$ cat src/rtl/cmsdk_mcu_mtx_arb_param.sv
// Output-stage arbiter for the CMSDK bus matrix: fixed-priority or round-robin
// selection of the input port owning the address phase, with burst-aware grant holding.
module cmsdk_mcu_mtx_arb_param #(
  parameter int NUM_PORTS  = 4,
  parameter int PORT_W     = 2,
  parameter int ARB_MODE   = 0,
  parameter int BURST_HOLD = 1
) (
  input  logic                 HCLK,
  input  logic                 HRESETn,
  input  logic [NUM_PORTS-1:0] req_port,
  input  logic                 HREADYM,
  input  logic                 HSELM,
  input  logic [1:0]           HTRANSM,
  input  logic [2:0]           HBURSTM,
  input  logic                 HMASTLOCKM,
  output logic [PORT_W-1:0]    addr_in_port,
  output logic                 no_port,
  output logic                 burst_hold
);

  localparam logic [1:0] TRANS_IDLE   = 2'b00;
  localparam logic [1:0] TRANS_BUSY   = 2'b01;
  localparam logic [1:0] TRANS_NONSEQ = 2'b10;
  localparam logic [1:0] TRANS_SEQ    = 2'b11;

  // Remaining beats after the first one of a fixed-length burst; zero for SINGLE/INCR.
  function automatic logic [3:0] burst_load(input logic [2:0] hburst);
    logic [3:0] len_m1;
    case (hburst)
      3'b010, 3'b011: len_m1 = 4'd3;
      3'b100, 3'b101: len_m1 = 4'd7;
      3'b110, 3'b111: len_m1 = 4'd15;
      default:        len_m1 = 4'd0;
    endcase
    return len_m1;
  endfunction

  logic [3:0]           beat_cnt_r;
  logic [3:0]           beat_cnt_s;
  logic [PORT_W-1:0]    rr_ptr_r;
  logic [PORT_W-1:0]    rr_next_s;
  logic [NUM_PORTS-1:0] eff_req_s;
  logic [PORT_W-1:0]    grant_fixed_s;
  logic [PORT_W-1:0]    grant_upper_s;
  logic [PORT_W-1:0]    grant_lower_s;
  logic                 upper_found_s;
  logic [PORT_W-1:0]    grant_rr_s;
  logic [PORT_W-1:0]    port_next_s;
  logic                 no_port_next_s;
  logic                 hold_burst_s;

  // Beat counter next value; anything unexpected clears it so an aborted burst cannot stall arbitration.
  always_comb begin
    beat_cnt_s = 4'd0;
    if (HSELM) begin
      case (HTRANSM)
        TRANS_NONSEQ: beat_cnt_s = burst_load(HBURSTM);
        TRANS_SEQ:    beat_cnt_s = (beat_cnt_r == 4'd0) ? 4'd0 : beat_cnt_r - 4'd1;
        TRANS_BUSY:   beat_cnt_s = beat_cnt_r;
        TRANS_IDLE:   beat_cnt_s = 4'd0;
        default:      beat_cnt_s = 4'd0;
      endcase
    end else begin
      beat_cnt_s = 4'd0;
    end
  end

  // Effective requests and both candidate grants.
  always_comb begin
    eff_req_s     = '0;
    grant_fixed_s = '0;
    grant_upper_s = '0;
    grant_lower_s = '0;
    upper_found_s = 1'b0;
    for (int i = 0; i < NUM_PORTS; i++) begin
      eff_req_s[i] = req_port[i] |
                     ((addr_in_port == PORT_W'(i)) & HSELM & (HTRANSM != TRANS_IDLE));
    end
    // Downward scan so the lowest qualifying index is the one left standing.
    for (int i = NUM_PORTS - 1; i >= 0; i--) begin
      grant_fixed_s = eff_req_s[i] ? PORT_W'(i) : grant_fixed_s;
      grant_lower_s = eff_req_s[i] ? PORT_W'(i) : grant_lower_s;
      grant_upper_s = (eff_req_s[i] && (PORT_W'(i) > rr_ptr_r)) ? PORT_W'(i) : grant_upper_s;
      upper_found_s = upper_found_s | (eff_req_s[i] && (PORT_W'(i) > rr_ptr_r));
    end
    grant_rr_s = upper_found_s ? grant_upper_s : grant_lower_s;
  end

  // Next-state selection: lock, then burst hold, then arbitration, then park.
  always_comb begin
    hold_burst_s   = (BURST_HOLD != 0) && (beat_cnt_s != 4'd0);
    port_next_s    = addr_in_port;
    no_port_next_s = 1'b0;
    rr_next_s      = rr_ptr_r;
    if (HMASTLOCKM) begin
      no_port_next_s = 1'b0;
    end else if (hold_burst_s) begin
      no_port_next_s = 1'b0;
    end else if (eff_req_s != '0) begin
      port_next_s    = (ARB_MODE != 0) ? grant_rr_s : grant_fixed_s;
      rr_next_s      = port_next_s;
      no_port_next_s = 1'b0;
    end else if (HSELM) begin
      no_port_next_s = 1'b0;
    end else begin
      no_port_next_s = 1'b1;
    end
  end

  // State registers advance only when the output port completes a transfer.
  always_ff @(posedge HCLK or negedge HRESETn) begin
    if (!HRESETn) begin
      addr_in_port <= '0;
      no_port      <= 1'b1;
      burst_hold   <= 1'b0;
      beat_cnt_r   <= 4'd0;
      rr_ptr_r     <= PORT_W'(NUM_PORTS - 1);
    end else if (HREADYM) begin
      addr_in_port <= port_next_s;
      no_port      <= no_port_next_s;
      burst_hold   <= hold_burst_s;
      beat_cnt_r   <= beat_cnt_s;
      rr_ptr_r     <= rr_next_s;
    end else begin
      addr_in_port <= addr_in_port;
      no_port      <= no_port;
      burst_hold   <= burst_hold;
      beat_cnt_r   <= beat_cnt_r;
      rr_ptr_r     <= rr_ptr_r;
    end
  end

endmodule
$ cat config.mk
export PLATFORM = sky130hd
export DESIGN_NAME = cmsdk_mcu_mtx_arb_param
export DESIGN_NICKNAME = d
export VERILOG_FILES = /design/src/rtl/cmsdk_mcu_mtx_arb_param.sv
export SDC_FILE = /design/constraint.sdc
export NUM_CORES = 1
export LEC_CHECK = 0
export ABC_AREA = 1
export ABC_CLOCK_PERIOD_IN_PS = 2550
export BUFFER_PORTS_ARGS = -buffer_cell sky130_fd_sc_hd__buf_2
export CORE_AREA = 2 2 39 41
export DETAILED_ROUTE_END_ITERATION = 10
export DIE_AREA = 0 0 41 43
export GPL_ROUTABILITY_DRIVEN = 0
export PLACE_DENSITY_LB_ADDON = 0.2
export SYNTH_ARGS = -nofsm -noshare
export SYNTH_HDL_FRONTEND = slang
export SYNTH_SLANG_ARGS = --single-unit
$ cat constraint.sdc
create_clock -name HCLK -period 2.55 [get_ports HCLK]
set_clock_uncertainty 0.2 [all_clocks]
set_input_delay 0.255 -clock HCLK [delete_from_list [all_inputs] [get_ports HCLK]]
set_output_delay 0.255 -clock HCLK [all_outputs]
set_load 0.005 [all_outputs]
# Yosys cells after proc, flatten, opt, wreduce, memory -nomap -nowiden
# Cells that the tools add are included.
[op_classes]
n_eq_ne = 12
n_mux = 12
bitwise_logic = 14
n_reduce_logical = 10
n_addsub = 1
[ops]
columns = ["operator", "n"]
rows = [
  ["$pmux 4 s4", 1],
  ["$eq 3x3->1 const B", 4],
  ["$pmux 4 s3", 1],
  ["$and 1x1->1", 8],
  ["$eq 2x2->1 const B", 4],
  ["$mux 2", 4],
  ["$mux 4", 2],
  ["$reduce_bool 4->1", 2],
  ["$eq 3x2->1 const B", 2],
  ["$reduce_or 2->1", 3],
  ["$eq 2x1->1 const B", 2],
  ["$logic_not 2->1", 2],
  ["$logic_not 4->1", 1],
  ["$mux 1", 4],
  ["$or 1x1->1", 4],
  ["$reduce_and 4->1", 1],
  ["$sub 4x1->4 const B", 1],
  ["$not 1->1", 2],
  ["$reduce_bool 2->1", 1],
]
[word_totals]
wordCells = 53
out_inout_bits = 4
ff_bits = 8
inputBits = 14

# Longest topological paths before layout
[logic_depth]
ltp_word = 8
mapped_depth = 11
ltp_nobuf = 11

# Least setup slack after synthesis
# OpenSTA, ideal clock, no wires.
[synth_path]
path_type = "register to register"
startpoint = "register beat_cnt_r[0]"
endpoint = "register addr_in_port[1]"
n_path_buf = 0
arrival_time_ns = 1.287
required_ns = 2.233
path_stages_with_launch = 12
path_slack_ns = 0.946
setup_time_ns = 0.117
period_less_slack_ns = 1.604
path_cell_list = "dfrtp_1 > inv_1 > ha_1 > nand3_1 > nand2_1 > nand2_1 > nand2_1 > nand3_2 > nor2_4 > nand3_2 > nand2_1 > nand2_1"
[synth_via]
elab_chain_len = 7
elab_cells_between_ends = 8
classes_between = "add/sub (1); mux (3); bitwise (1); reduce/logical (3)"
[synth_lines]
columns = ["element", "line_no", "rtl"]
rows = [
  ["start: declaration", "39", "logic [3:0] beat_cnt_r;"],
  ["start signal: assignment", "123", "beat_cnt_r <= beat_cnt_s;"],
  ["start signal: assignment", "129", "beat_cnt_r <= beat_cnt_r;"],
  ["$sub 4x1->4 or $logic_not 4->1 (tied branches)", "59", "TRANS_SEQ: beat_cnt_s = (beat_cnt_r == 4'd0) ? 4'd0 : beat_cnt_r - 4'd1;"],
  ["$mux 4", "59", ""],
  ["$pmux 4 s4 *", "57", "case (HTRANSM)"],
  ["$mux 4 *", "56", "if (HSELM) begin"],
  ["$reduce_bool 4->1 *", "92", "hold_burst_s = (BURST_HOLD != 0) && (beat_cnt_s != 4'd0);"],
  ["$not 1->1 (no source line) *", "-", ""],
  ["$reduce_and 4->1 (no source line) *", "-", ""],
  ["end signal: assignment", "120", "addr_in_port <= port_next_s;"],
  ["end signal: assignment", "126", "addr_in_port <= addr_in_port;"],
  ["end: declaration", "17", "output logic [PORT_W-1:0] addr_in_port,"],
]
# Every way passes the cells marked *; elsewhere a longest branch is shown, timed or not.
# A chain may end at the register's enable or synchronous reset.

# Final worst setup path
[layout_path]
startpoint = "register beat_cnt_r[0]"
endpoint = "register addr_in_port[0]"
# The elaborated chain is that of the path after synthesis.

==> results by group <==
Synth
  • Ranking of synthesized cells by area: dfrtp_1, nand2_1, nand3_1
  • Post-Syn Area: 678 µm²
  • YS warnings: 0
  • Mean post-synth cell area: 6.34 µm²
  • #FFs+latches synth: 8
  • Register area share after synthesis: 29.7%
  • Synth Flop Type: dfrtp_1
  • Net count after synthesis: 122
  • Post-synth ARST share: 100%
  • Post-synth top area cell: dfrtp_1
  • Most common cell in the synthesized netlist: nand2_1
  • Unique cell type count in the Yosys netlist: 21
  • Synth Instances: 107
  • Top post-synthesis cells by count: nand2_1, inv_1, nor2_1, nand3_1, dfrtp_1
  • Top-area cell type share of the netlist area: 25.8%
  • Number of flops mapped to enable cells by yosys: 0

Critical path
  • Crit-path max FO: 4
  • Worst Path Class, Setup: register to register
  • R2R Path End: addr_in_port[0]$_DFFE_PN0P_
  • R2R setup slack: 0.74 ns
  • Worst setup SP type: register
  • R2r startpoint: beat_cnt_r[0]$_DFFE_PN0P_
  • Critical Path RT: 2.48 ns
  • Worst reg2reg path depth: 11
  • Endpoint class of the critical path: register
  • Crit path arrival time: 1.74 ns

Drt
  • Final wirelength: 1470 µm
  • # DRC: 0
  • Number of vias per cell: 5.06
  • Routed vias: 729
  • 1st-pass router iterations: 4
  • Initial drt markers: 18
  • Routed len/inst: 10.2 µm
  • Post-route ant nets: 0

STA
  • Max Freq: 552 MHz
  • Worst-Margin Slew: 0.243 ns
  • Fin worst setup slack: 0.738 ns
  • Max-slew headroom: 83.8%
  • TNS Setup: 0 ns
  • Max Slew Vio Count: 0
  • RSZ-0062 raised after global routing: false
  • Final setup vio count: 0
  • Final hold violations: 0
  • Fin crit period: 1.81 ns
  • Period utilization: 71.1%

Finish
  • Final core utilization: 58.9%
  • N_diodes: 0
  • # nets final: 144
  • Layout cells sized above 1: 26.6%
  • P&R area growth vs syn: 20.1%

Global routing
  • Vias in the first global route: 631
  • Largest net degree at the start of global routing: 11
  • Initial antenna violation count: 0
  • Total gr overflow: 0
  • Gr usage total: 20.5%
  • First-pass GRT wire length: 2500 µm

Worst hold path
  • HP Start: HMASTLOCKM
  • Hold crit path type: input pin to register
  • Hold Crit Endpoint: no_port$_DFFE_PN1P_
  • Hold path cells: 2

Place
  • Port bufs: 16
  • Pre-CTS setup slack: 0.743 ns
  • DP Wirelength: 1230 µm

CTS
  • H-tree levels: 1
  • Total CTS buffers: 3
  • Clk_lat worst skew: 0.24 ns
  • Postcts setup bufs: 0
  • PostCTS Resize Cnt: 0
  • Clock Tree Buf Depth: 2
  • CTS root buffer: clkbuf_4
  • TritonCTS Sinks: 8
  • CTS tree: built
  • Clk pin slew, worst setup/hold paths: 0.05 ns

Power
  • Net Sw Frac: 34.2%
  • Switching component of the power: 0.129 mW
  • Sequential Power Share: 41.6%
  • Lkg Pwr: 0.444 nW
  • Power share of the combinational group: 32.7%
  • Clock Power Share: 25.7%
  • VDD IR max: 284 µV
  • P_int: 0.249 mW
  • Pwr/cell area: 465 nW/µm²

Floorplan
  • Core area: 1380 µm²
  • Die area: 1760 µm²
  • Die height: 43 µm
  • Initial Util: 49.0%
  • Die width: 41 µm
  • I/O pin cnt: 18
  • # rows: 14

Run
  • Number of max-cap violations: 0

Run status
  • Status: finished clean
## layout by cell type (no fill, tap or decap), types with 4 or more instances in the layout
cell	n
nor2_1	13
o21ai_0	5
dfrtp_1	7
nand3_1	12
nand2_2	4
inv_1	14
nand2_1	29
buf_2	16
## kinds of logic (layout without fill, tap and decap cells)
kind of cell / after synthesis / after routing / share of synthesized area, %
buf+inv: 20 / 41 / 11.1
compound gates: 12 / 12 / 12.5
flops: 8 / 8 / 29.7
fa+ha+maj: 1 / 1 / 1.84
simple gates: 66 / 66 / 44.8
## worst max-delay path, cell delays in order, from the launching register on
cell and delay, ns:
dfrtp_1 0.39, inv_1 0.13, ha_1 0.22, nand3_1 0.13, nand3_1 0.11, nand2_1 0.06, nand2_1 0.08, inv_2 0.05
nor2_4 0.14, nand3_2 0.09, nand2_1 0.06, nand2_1 0.05
## stage by stage
stage	instance area [µm²]	power [mW]	instances	hold slack, ns
detailed placement	778	0.282	139	-0.0985
global placement	778	0.277	139	-0.0987
CTS	815	0.384	144	0.00462
floorplan	678	0.239	107	-0.241
finish	815	0.379	144	0.0101
global route	815	0.411	144	0.0120
## how the worst max path moves through the flow
stage	from	to	slack, ns
floorplan	beat_cnt_r[0]$_DFFE_PN0P_	addr_in_port[1]$_DFFE_PN0P_	0.95
global placement	beat_cnt_r[0]$_DFFE_PN0P_	addr_in_port[1]$_DFFE_PN0P_	0.80
detailed placement	beat_cnt_r[0]$_DFFE_PN0P_	addr_in_port[1]$_DFFE_PN0P_	0.74
CTS	beat_cnt_r[0]$_DFFE_PN0P_	addr_in_port[1]$_DFFE_PN0P_	0.74
global route	beat_cnt_r[0]$_DFFE_PN0P_	addr_in_port[1]$_DFFE_PN0P_	0.55
finish	beat_cnt_r[0]$_DFFE_PN0P_	addr_in_port[0]$_DFFE_PN0P_	0.74
## sequential cells by signal, indices dropped and copies added, names as in the netlist
register	count
no_port	1
burst_hold	1
beat_cnt_r	4
addr_in_port	2
## metal layers
layer | part of all wire [%] | wire length, µm | GRT usage, %
met5 | 0 | 0 | 0
met4 | 0.55 | 8 | 8.00
met3 | 3.4 | 50 | 3.14
met2 | 47 | 687 | 29.4
met1 | 49 | 719 | 30.2
## final cells by class
cell class	instances	area, µm²
Multi-Input combinational cell	79	402
Fill cell	136	569
Inverter	20	75.1
Clock buffer	4	26.3
Sequential cell	8	201
Timing Repair Buffer	17	90.1
Tap cell	16	20.0
## what timing repair did
action	4_1_cts	5_1_grt
hold endpoints to repair	8	0
hold buffers	1	0
endpoints found under the setup margin	0	0
## power by group through the flow
stage          logic (mW)  registers [mW]  clock network, mW
6_report            0.124           0.158             0.0975
5_1_grt             0.142           0.160              0.109
3_3_place_gp        0.119           0.158                  0
2_1_floorplan      0.0816           0.157                  0
4_1_cts             0.125           0.157              0.102
3_5_place_dp        0.123           0.159                  0
No activity file was read; power rests on OpenSTA's default activity.
